$ cat src/rtl/dcache_ctrl.sv
// Direct-mapped, write-through, no-write-allocate data-cache controller for the MEM stage.
// Holds tag/valid state and sequences line refills and store write-throughs over a word handshake.
module dcache_ctrl #(
    parameter int INDEX_BITS = 6
) (
    input  logic                  clk,
    input  logic                  rst,
    input  logic                  cpu_read,
    input  logic                  cpu_write,
    input  logic [31:0]           cpu_addr,
    input  logic [31:0]           cpu_wdata,
    output logic                  hit,
    output logic                  mem_req,
    output logic                  mem_we,
    output logic [31:0]           mem_addr,
    output logic [31:0]           mem_wdata,
    input  logic                  mem_ready,
    input  logic [31:0]           mem_rdata,
    output logic                  arr_we,
    output logic [INDEX_BITS-1:0] arr_index,
    output logic [1:0]            arr_word,
    output logic [31:0]           arr_wdata,
    output logic [15:0]           miss_count
);

    localparam int LINES = 1 << INDEX_BITS;
    localparam int TAG_W = 28 - INDEX_BITS;

    typedef enum logic [1:0] {S_IDLE, S_REFILL, S_WRITE, S_DONE} state_t;

    state_t                r_state;
    state_t                w_next;
    logic [LINES-1:0]      r_valid;
    logic [TAG_W-1:0]      r_tag [LINES];
    logic [31:0]           r_addr;
    logic [31:0]           r_wdata;
    logic [1:0]            r_cnt;
    logic [15:0]           r_miss_count;

    logic [TAG_W-1:0]      w_tag;
    logic [INDEX_BITS-1:0] w_idx;
    logic [TAG_W-1:0]      w_l_tag;
    logic [INDEX_BITS-1:0] w_l_idx;
    logic                  w_match;
    logic                  w_l_match;
    logic                  w_start_miss;
    logic                  w_start_write;
    logic                  w_beat;
    logic                  w_fill_done;
    logic                  w_unused;

    function automatic logic [15:0] sat_inc(input logic [15:0] v);
        return (v == 16'hFFFF) ? v : v + 16'd1;
    endfunction

    assign w_tag     = cpu_addr[31:INDEX_BITS+4];
    assign w_idx     = cpu_addr[INDEX_BITS+3:4];
    assign w_l_tag   = r_addr[31:INDEX_BITS+4];
    assign w_l_idx   = r_addr[INDEX_BITS+3:4];
    assign w_match   = r_valid[w_idx] && (r_tag[w_idx] == w_tag);
    assign w_l_match = r_valid[w_l_idx] && (r_tag[w_l_idx] == w_l_tag);
    assign w_beat      = (r_state == S_REFILL) && mem_ready;
    assign w_fill_done = w_beat && (r_cnt == 2'd3);
    assign miss_count  = r_miss_count;
    assign w_unused    = ^cpu_addr[1:0];

    always_comb begin
        w_next        = r_state;
        w_start_miss  = 1'b0;
        w_start_write = 1'b0;
        hit           = 1'b0;
        mem_req       = 1'b0;
        mem_we        = 1'b0;
        mem_addr      = 32'd0;
        mem_wdata     = 32'd0;
        arr_we        = 1'b0;
        arr_index     = w_l_idx;
        arr_word      = r_addr[3:2];
        arr_wdata     = r_wdata;
        case (r_state)
            S_IDLE: begin
                arr_index = w_idx;
                arr_word  = cpu_addr[3:2];
                if (cpu_write) begin
                    w_start_write = 1'b1;
                    w_next        = S_WRITE;
                end else if (cpu_read && !w_match) begin
                    w_start_miss = 1'b1;
                    w_next       = S_REFILL;
                end else begin
                    hit = 1'b1;
                end
            end
            S_REFILL: begin
                mem_req   = 1'b1;
                mem_addr  = {r_addr[31:4], r_cnt, 2'b00};
                arr_word  = r_cnt;
                arr_wdata = mem_rdata;
                if (mem_ready) begin
                    arr_we = 1'b1;
                    if (r_cnt == 2'd3) begin
                        w_next = S_DONE;
                    end
                end
            end
            S_WRITE: begin
                mem_req   = 1'b1;
                mem_we    = 1'b1;
                mem_addr  = r_addr;
                mem_wdata = r_wdata;
                if (mem_ready) begin
                    // Update the array only if the line is resident; misses are not allocated.
                    arr_we = w_l_match;
                    w_next = S_DONE;
                end
            end
            S_DONE: begin
                hit    = 1'b1;
                w_next = S_IDLE;
            end
            default: w_next = S_IDLE;
        endcase
        // Reset kills any in-flight transaction immediately, including the handshake outputs.
        if (rst) begin
            w_next    = S_IDLE;
            hit       = 1'b0;
            mem_req   = 1'b0;
            mem_we    = 1'b0;
            mem_addr  = 32'd0;
            mem_wdata = 32'd0;
            arr_we    = 1'b0;
        end
    end

    always_ff @(posedge clk) begin
        if (rst) begin
            r_state      <= S_IDLE;
            r_valid      <= '0;
            r_cnt        <= 2'd0;
            r_miss_count <= 16'd0;
        end else begin
            r_state <= w_next;
            if (w_start_miss) begin
                r_cnt        <= 2'd0;
                r_miss_count <= sat_inc(r_miss_count);
            end else if (w_beat) begin
                r_cnt <= r_cnt + 2'd1;
            end
            if (w_fill_done) begin
                r_valid[w_l_idx] <= 1'b1;
            end
        end
    end

    always_ff @(posedge clk) begin
        if (w_start_miss || w_start_write) begin
            r_addr <= {cpu_addr[31:2], 2'b00};
        end
        if (w_start_write) begin
            r_wdata <= cpu_wdata;
        end
        if (w_fill_done) begin
            r_tag[w_l_idx] <= w_l_tag;
        end
    end

endmodule
$ cat config.mk
export PLATFORM = sky130hd
export DESIGN_NAME = dcache_ctrl
export DESIGN_NICKNAME = d
export VERILOG_FILES = /design/src/rtl/dcache_ctrl.sv
export SDC_FILE = /design/constraint.sdc
export NUM_CORES = 2
export LEC_CHECK = 0
export BUFFER_PORTS_ARGS = -buffer_cell sky130_fd_sc_hd__buf_2
export CELL_PAD_IN_SITES_DETAIL_PLACEMENT = 1
export CELL_PAD_IN_SITES_GLOBAL_PLACEMENT = 2
export CORE_ASPECT_RATIO = 1.75
export CORE_MARGIN = 10
export CORE_UTILIZATION = 25
export DETAILED_ROUTE_END_ITERATION = 7
export GPL_TIMING_DRIVEN = 0
export PLACE_DENSITY_LB_ADDON = 0.1
export SKIP_CTS_REPAIR_TIMING = 1
export SLEW_MARGIN = 20
export SYNTH_ARGS = -nofsm -noshare
export SYNTH_HDL_FRONTEND = slang
export SYNTH_SLANG_ARGS = --single-unit
$ cat constraint.sdc
create_clock -name clk -period 4.4 [get_ports clk]
set_clock_uncertainty 0.15 [all_clocks]
set_input_delay 0.66 -clock clk [delete_from_list [all_inputs] [get_ports clk]]
set_output_delay 0.66 -clock clk [all_outputs]
set_load 0.01 [all_outputs]
# Yosys cells after proc, flatten, opt, wreduce, memory -nomap -nowiden

Memory sizes are Yosys's and may differ from the RTL's. A register that Yosys moved wholly into a read port is not among the register bits.
Cells that the tools add are included.

Latch bits: 0
Memories kept: 1
RAM bits: 1,408
ROM bits: 0
Word-level logic and storage cells: 77
Output and inout port bits: 124
Input bits: 101
Register bits: 146

$add $sub $neg: 2
Equal/unequal tests: 11
Div/mod/pow operators: 0
Multipliers: 0
Muxes and demuxes: 39
Order comparisons: 3
Reduce and logical (&&, ||, !) cells: 13
Shift operators: 0
Bitwise logic cells: 2

Memory list:

| memory | depth | bits a word | rd ports | clocked after Yosys merged registers in | wr ports | line | source |
|---|---|---|---|---|---|---|---|
| r_tag  | 64    | 22          | 2        | 1                                       | 1        | 34   | `logic [TAG_W-1:0] r_tag [LINES];` |

Operators with widths:

| cell                                                              | count |
|---|---|
| two-way mux 32 bit                                                | 4 |
| OR 64 bit                                                         | 1 |
| case mux 32 bit (2 select lines)                                  | 1 |
| == test 22 bit                                                    | 2 |
| two-way mux 1 bit                                                 | 20 |
| adder 16 x 1 -> 16 bit, second input constant                     | 1 |
| == test 16 bit, second input constant                             | 1 |
| less-than comparator 6 x 7 -> 1 bit, second input constant        | 2 |
| binary-select mux 1 bit (select 6 bit)                            | 2 |
| two-way mux 6 bit                                                 | 2 |
| two-way mux 2 bit                                                 | 5 |
| case mux 2 bit (4 select lines)                                   | 1 |
| demux 1 bit (select 6 bit)                                        | 1 |
| == test 2 bit, second input constant                              | 3 |
| greater-or-equal comparator 6 x 1 -> 1 bit, second input constant | 1 |
| logical AND 1 bit                                                 | 6 |
| inequality test 2 bit, second input constant                      | 2 |
| case mux 1 bit (2 select lines)                                   | 2 |
| case mux 2 bit (2 select lines)                                   | 1 |
| AND reduction 4 bit                                               | 1 |
| OR reduction 2 bit                                                | 2 |
| inequality test 3 bit, second input constant                      | 1 |
| adder 2 x 1 -> 2 bit, second input constant                       | 1 |
| == test 2 x 1 -> 1 bit, second input constant                     | 1 |
| 6 further kinds                                                   | 6 |

# Logic depth before layout (Yosys ltp)

Word-level depth: 10
Mapped depth: 17

# Worst setup path before layout

No wires, ideal clock.

Path type: register -> output
Start point: register with a tool-made name
End point: output arr_we
Setup slack: -0.373 ns
Cell stages (with the launch flop): 14
Data arrival time: 3.963 ns
Buffers on the path: 4
Data required time: 3.590 ns
Path through: dfxtp_1 clkbuf_1 buf_2 buf_1 buf_1 mux4_2 mux4_2 mux2i_1 a21oi_1 xor2_1 nor2_1 nand4_1 or4_1 o21ai_0

RTL lines:

| element       | line | source |
|---|---|---|
| end, declared | 19   | `output logic arr_we,` |

==> flow_metrics.tcl <==
set metrics [dict create \
    async_reset_ff_share_pct 0 \
    routed-via-count 48655 \
    syn-instance-count 3754 \
    violations "setup timing" \
    end_kind "output port" \
    coreArea_mm2 0.289 \
    drv_slew 0 \
    gp_congestion 0.853 \
    drt_wl_total_um 446000 \
    antenna_left 0 \
    synth_area_mm2 0.0724 \
    worst_path_most_repeated_cell "mux4_2" \
    dp_cells 8102 \
    drive_gt1_share_pct 45.9 \
    ios 225 \
    cp_slowest_stage_delay_ns 0.77 \
    route.detailed.drc 0 \
    finalCritPeriodShare_pct 141 \
    dieArea_mm2 0.313 \
    min_period_ns 6.22 \
    final_hold_viol_count 0 \
    critPathSlowestCell "or4_4" \
    dieWidth_um 427 \
    cts.sinks 1560 \
    dp_hpwl_um 340000 \
    layout_setup_ws_ns -1.82 \
    synth-edff-count 1470 \
    rsz0062_at_grt "true" \
    grt_usage_pct 27.7 \
    grt_max_degree 30 \
    ys_warn_count 0 \
    startpoint_type "flip-flop" \
    leakage_nw 31.6 \
    initial_utilization_pct 25.1 \
    critPathMaxFanout 10 \
    first_pass_iters 5 \
    cts_buffers 174 \
    path_clk_slew_ns 0.07 \
    portBuffers 220 \
    required_ns 3.59 \
    nNetsFinal 4762 \
    seq_area_mm2 0.0460 \
    ys_types 68 \
    gr-total-overflow 0 \
    drt_iter0_markers 6217 \
    synth-seq-area-share_pct 63.4 \
    ir_drop_v 0.000326 \
    crit_type "flip-flop to output port" \
    synthToLayoutAreaGrowth_pct 32.8 \
    ys_seq_elements 1560 \
    max_freq_ghz 0.161 \
    fp-row-count 261 \
    status "finished, violations left" \
    setup_viol 49 \
    finalNonFillerCells 8604 \
    clkLatencyLatePin_ns 0.88 \
    yosys_most_used_dff "edfxtp_1" \
    cts_tree "yes" \
    htreeDepth 4 \
    clockBufferDepth 4 \
    max-cap-violations 0 \
    crit_chain "buf_6 > buf_2 > mux4_2 > mux4_2 > mux4_2 > xnor2_2 > nand4_1 > or4_4 > o21ai_2 > buf_6" \
    grt_pass1_wl_um 558000 \
    power_density_mw_per_mm2 543 \
    wl_per_cell_um 51.9 \
    pre_cts_ws_ns -3.88 \
    grt_pass1_vias 49861 \
    fp.dieH_um 732 \
    multi_input_area_mm2 0.0264 \
    tightest_slew_ns 1.13 \
    max_slew_margin_pct 24.4 \
    drt-vias-per-instance 5.65 \
    fillers 28878 \
    antenna_found_initial 30 \
    root_buffer "clkbuf_16" \
    arrival_ns 5.41 \
    syn_avg_cell_area_um2 19.3 \
    min_path_type "input pin to flip-flop" \
]
[worst max-delay path, delay by kind of cell (launching register included)]
family | cells | cell delay (ns)
multiplexers | 3 | 1.46
AND/OR/NAND/NOR | 2 | 1.17
buffers and inverters | 3 | 1.01
flip-flops | 1 | 0.50
XOR/XNOR | 1 | 0.27
AO/OA/AOI/OAI | 1 | 0.11
[cell usage after synthesis (10+ instances only)]
master    instances  share of area [%]
buf_6            12               0.19
nor2b_1          19               0.16
a22oi_1          89               0.92
nor4_1           13               0.11
nand3b_1         10               0.10
xnor2_1          28               0.34
mux2_2           49               0.76
nand4_1          14               0.12
buf_4            25               0.26
a31oi_1          10              0.086
buf_1            51               0.26
and3_1           14               0.12
a21oi_1          27               0.19
o22ai_1          47               0.41
dfxtp_1          90                2.5
mux2i_1         173                2.4
mux4_2          779                 24
nor2_1          223                1.2
inv_1            15              0.078
a221oi_1         13               0.16
a211oi_1         14               0.15
xor2_1           26               0.31
edfxtp_1       1470                 61
mux2_1           10               0.16
nand3_1          60               0.41
o21ai_0          14              0.097
nand2b_1         15               0.13
and2_1           64               0.55
clkbuf_1        143               0.74
nand2_1          88               0.46
buf_2            42               0.29
[flip-flops by register name, indices dropped and copies added (netlist names), named ones only]
name / flops
r_wdata: 32
miss_count: 16
r_cnt: 2
r_tag: 1408
r_valid: 64
r_state: 2
r_addr: 30
[power breakdown]
part	internal, mW	leakage, nW	switching [mW]
sequential	17.6	14.0	0.444
combinational	7.69	14.9	11.1
clock	8.81	2.74	6.67
total	34.1	31.6	18.2
[kinds of logic after synthesis]
| kind of cell | Yosys count | share of synthesized area [%] |
|---|---|---|
| XOR/XNOR | 54 | 0.653 |
| AO/OA/AOI/OAI | 278 | 2.77 |
| buffers and inverters | 290 | 1.83 |
| flip-flops | 1560 | 63.4 |
| AND/OR/NAND/NOR | 554 | 3.68 |
| adder cells (fa/ha/maj) | 6 | 0.104 |
| other | 1 | 0.00518 |
| multiplexers | 1011 | 27.5 |
[final cells by class]
type,instances,share of cell area (%)
diodes,12,0.0312
plain buffers,269,3.33
clock buffers,210,4.76
clock inverters,90,1.13
inverters,17,0.100
multi-input cells,1905,27.5
flip-flops and latches,1560,47.8
well taps,3813,4.96
repair buffers,728,10.4
[final timing paths]
| kind | from | end | slack (ns) | depth (start not counted) |
|---|---|---|---|---|
| worst max-delay path | flip-flop | arr_we | -1.82 | 10 |
| worst min-delay path | cpu_addr[11] | r_addr[11] | 0.02 | 1 |
| worst min register to register | r_valid[56] | r_valid[56] | 0.35 | 2 |
| worst max register to register | r_tag[11][10] | r_addr[21] | -0.36 | 15 |
[per-stage QoR]
step	setup TNS (ns)	total power [mW]	utilization, %	instance area (um2)	hold slack, ns
floorplan	-1.19	26.1	-	72600	0.302
global placement	-6695.58	34.0	27.2	78400	0.322
detailed placement	-395.90	35.4	29.8	86100	0.338
CTS	-351.15	50.8	31.8	91800	-0.257
global route	-15.13	53.1	33.3	96200	-0.000467
finish	-19.75	52.3	33.3	96200	0.0191
[per-layer routing]
metal	up-vias	track usage [%]	routed length, um	share of wire [%]
met3	917	4.23	26300	5.9
met4	8	19.6	40500	9.1
met1	27255	30.5	154000	35
met2	2640	48.4	225000	51
met5	-	0	55	0.012
li1	17835	-	-	-
[layout by cell type (no fill, tap or decap), types with 12 or more instances in the layout]
cell type,count
clkinvlp_4,15
buf_16,153
bufinv_16,24
diode_2,12
a211oi_1,12
inv_1,13
clkinv_2,26
buf_8,69
nor2_1,144
a221oi_1,12
edfxtp_1,1470
buf_12,203
nand3_1,58
and2_1,64
o22ai_1,43
nand2_1,85
xor2_1,18
clkbuf_16,183
nand4_1,14
nand2b_1,13
and3_1,13
a21oi_1,21
buf_6,56
buf_2,226
clkbuf_4,29
buf_4,122
mux2_2,49
mux2i_1,163
xnor2_1,18
clkinv_1,20
dfxtp_1,87
dlygate4sd3_1,53
mux4_2,779
nor2b_1,15
nor2_4,70
clkbuf_1,53
clkbuf_2,52
a22oi_1,88
(Power assumes the default switching activity.)
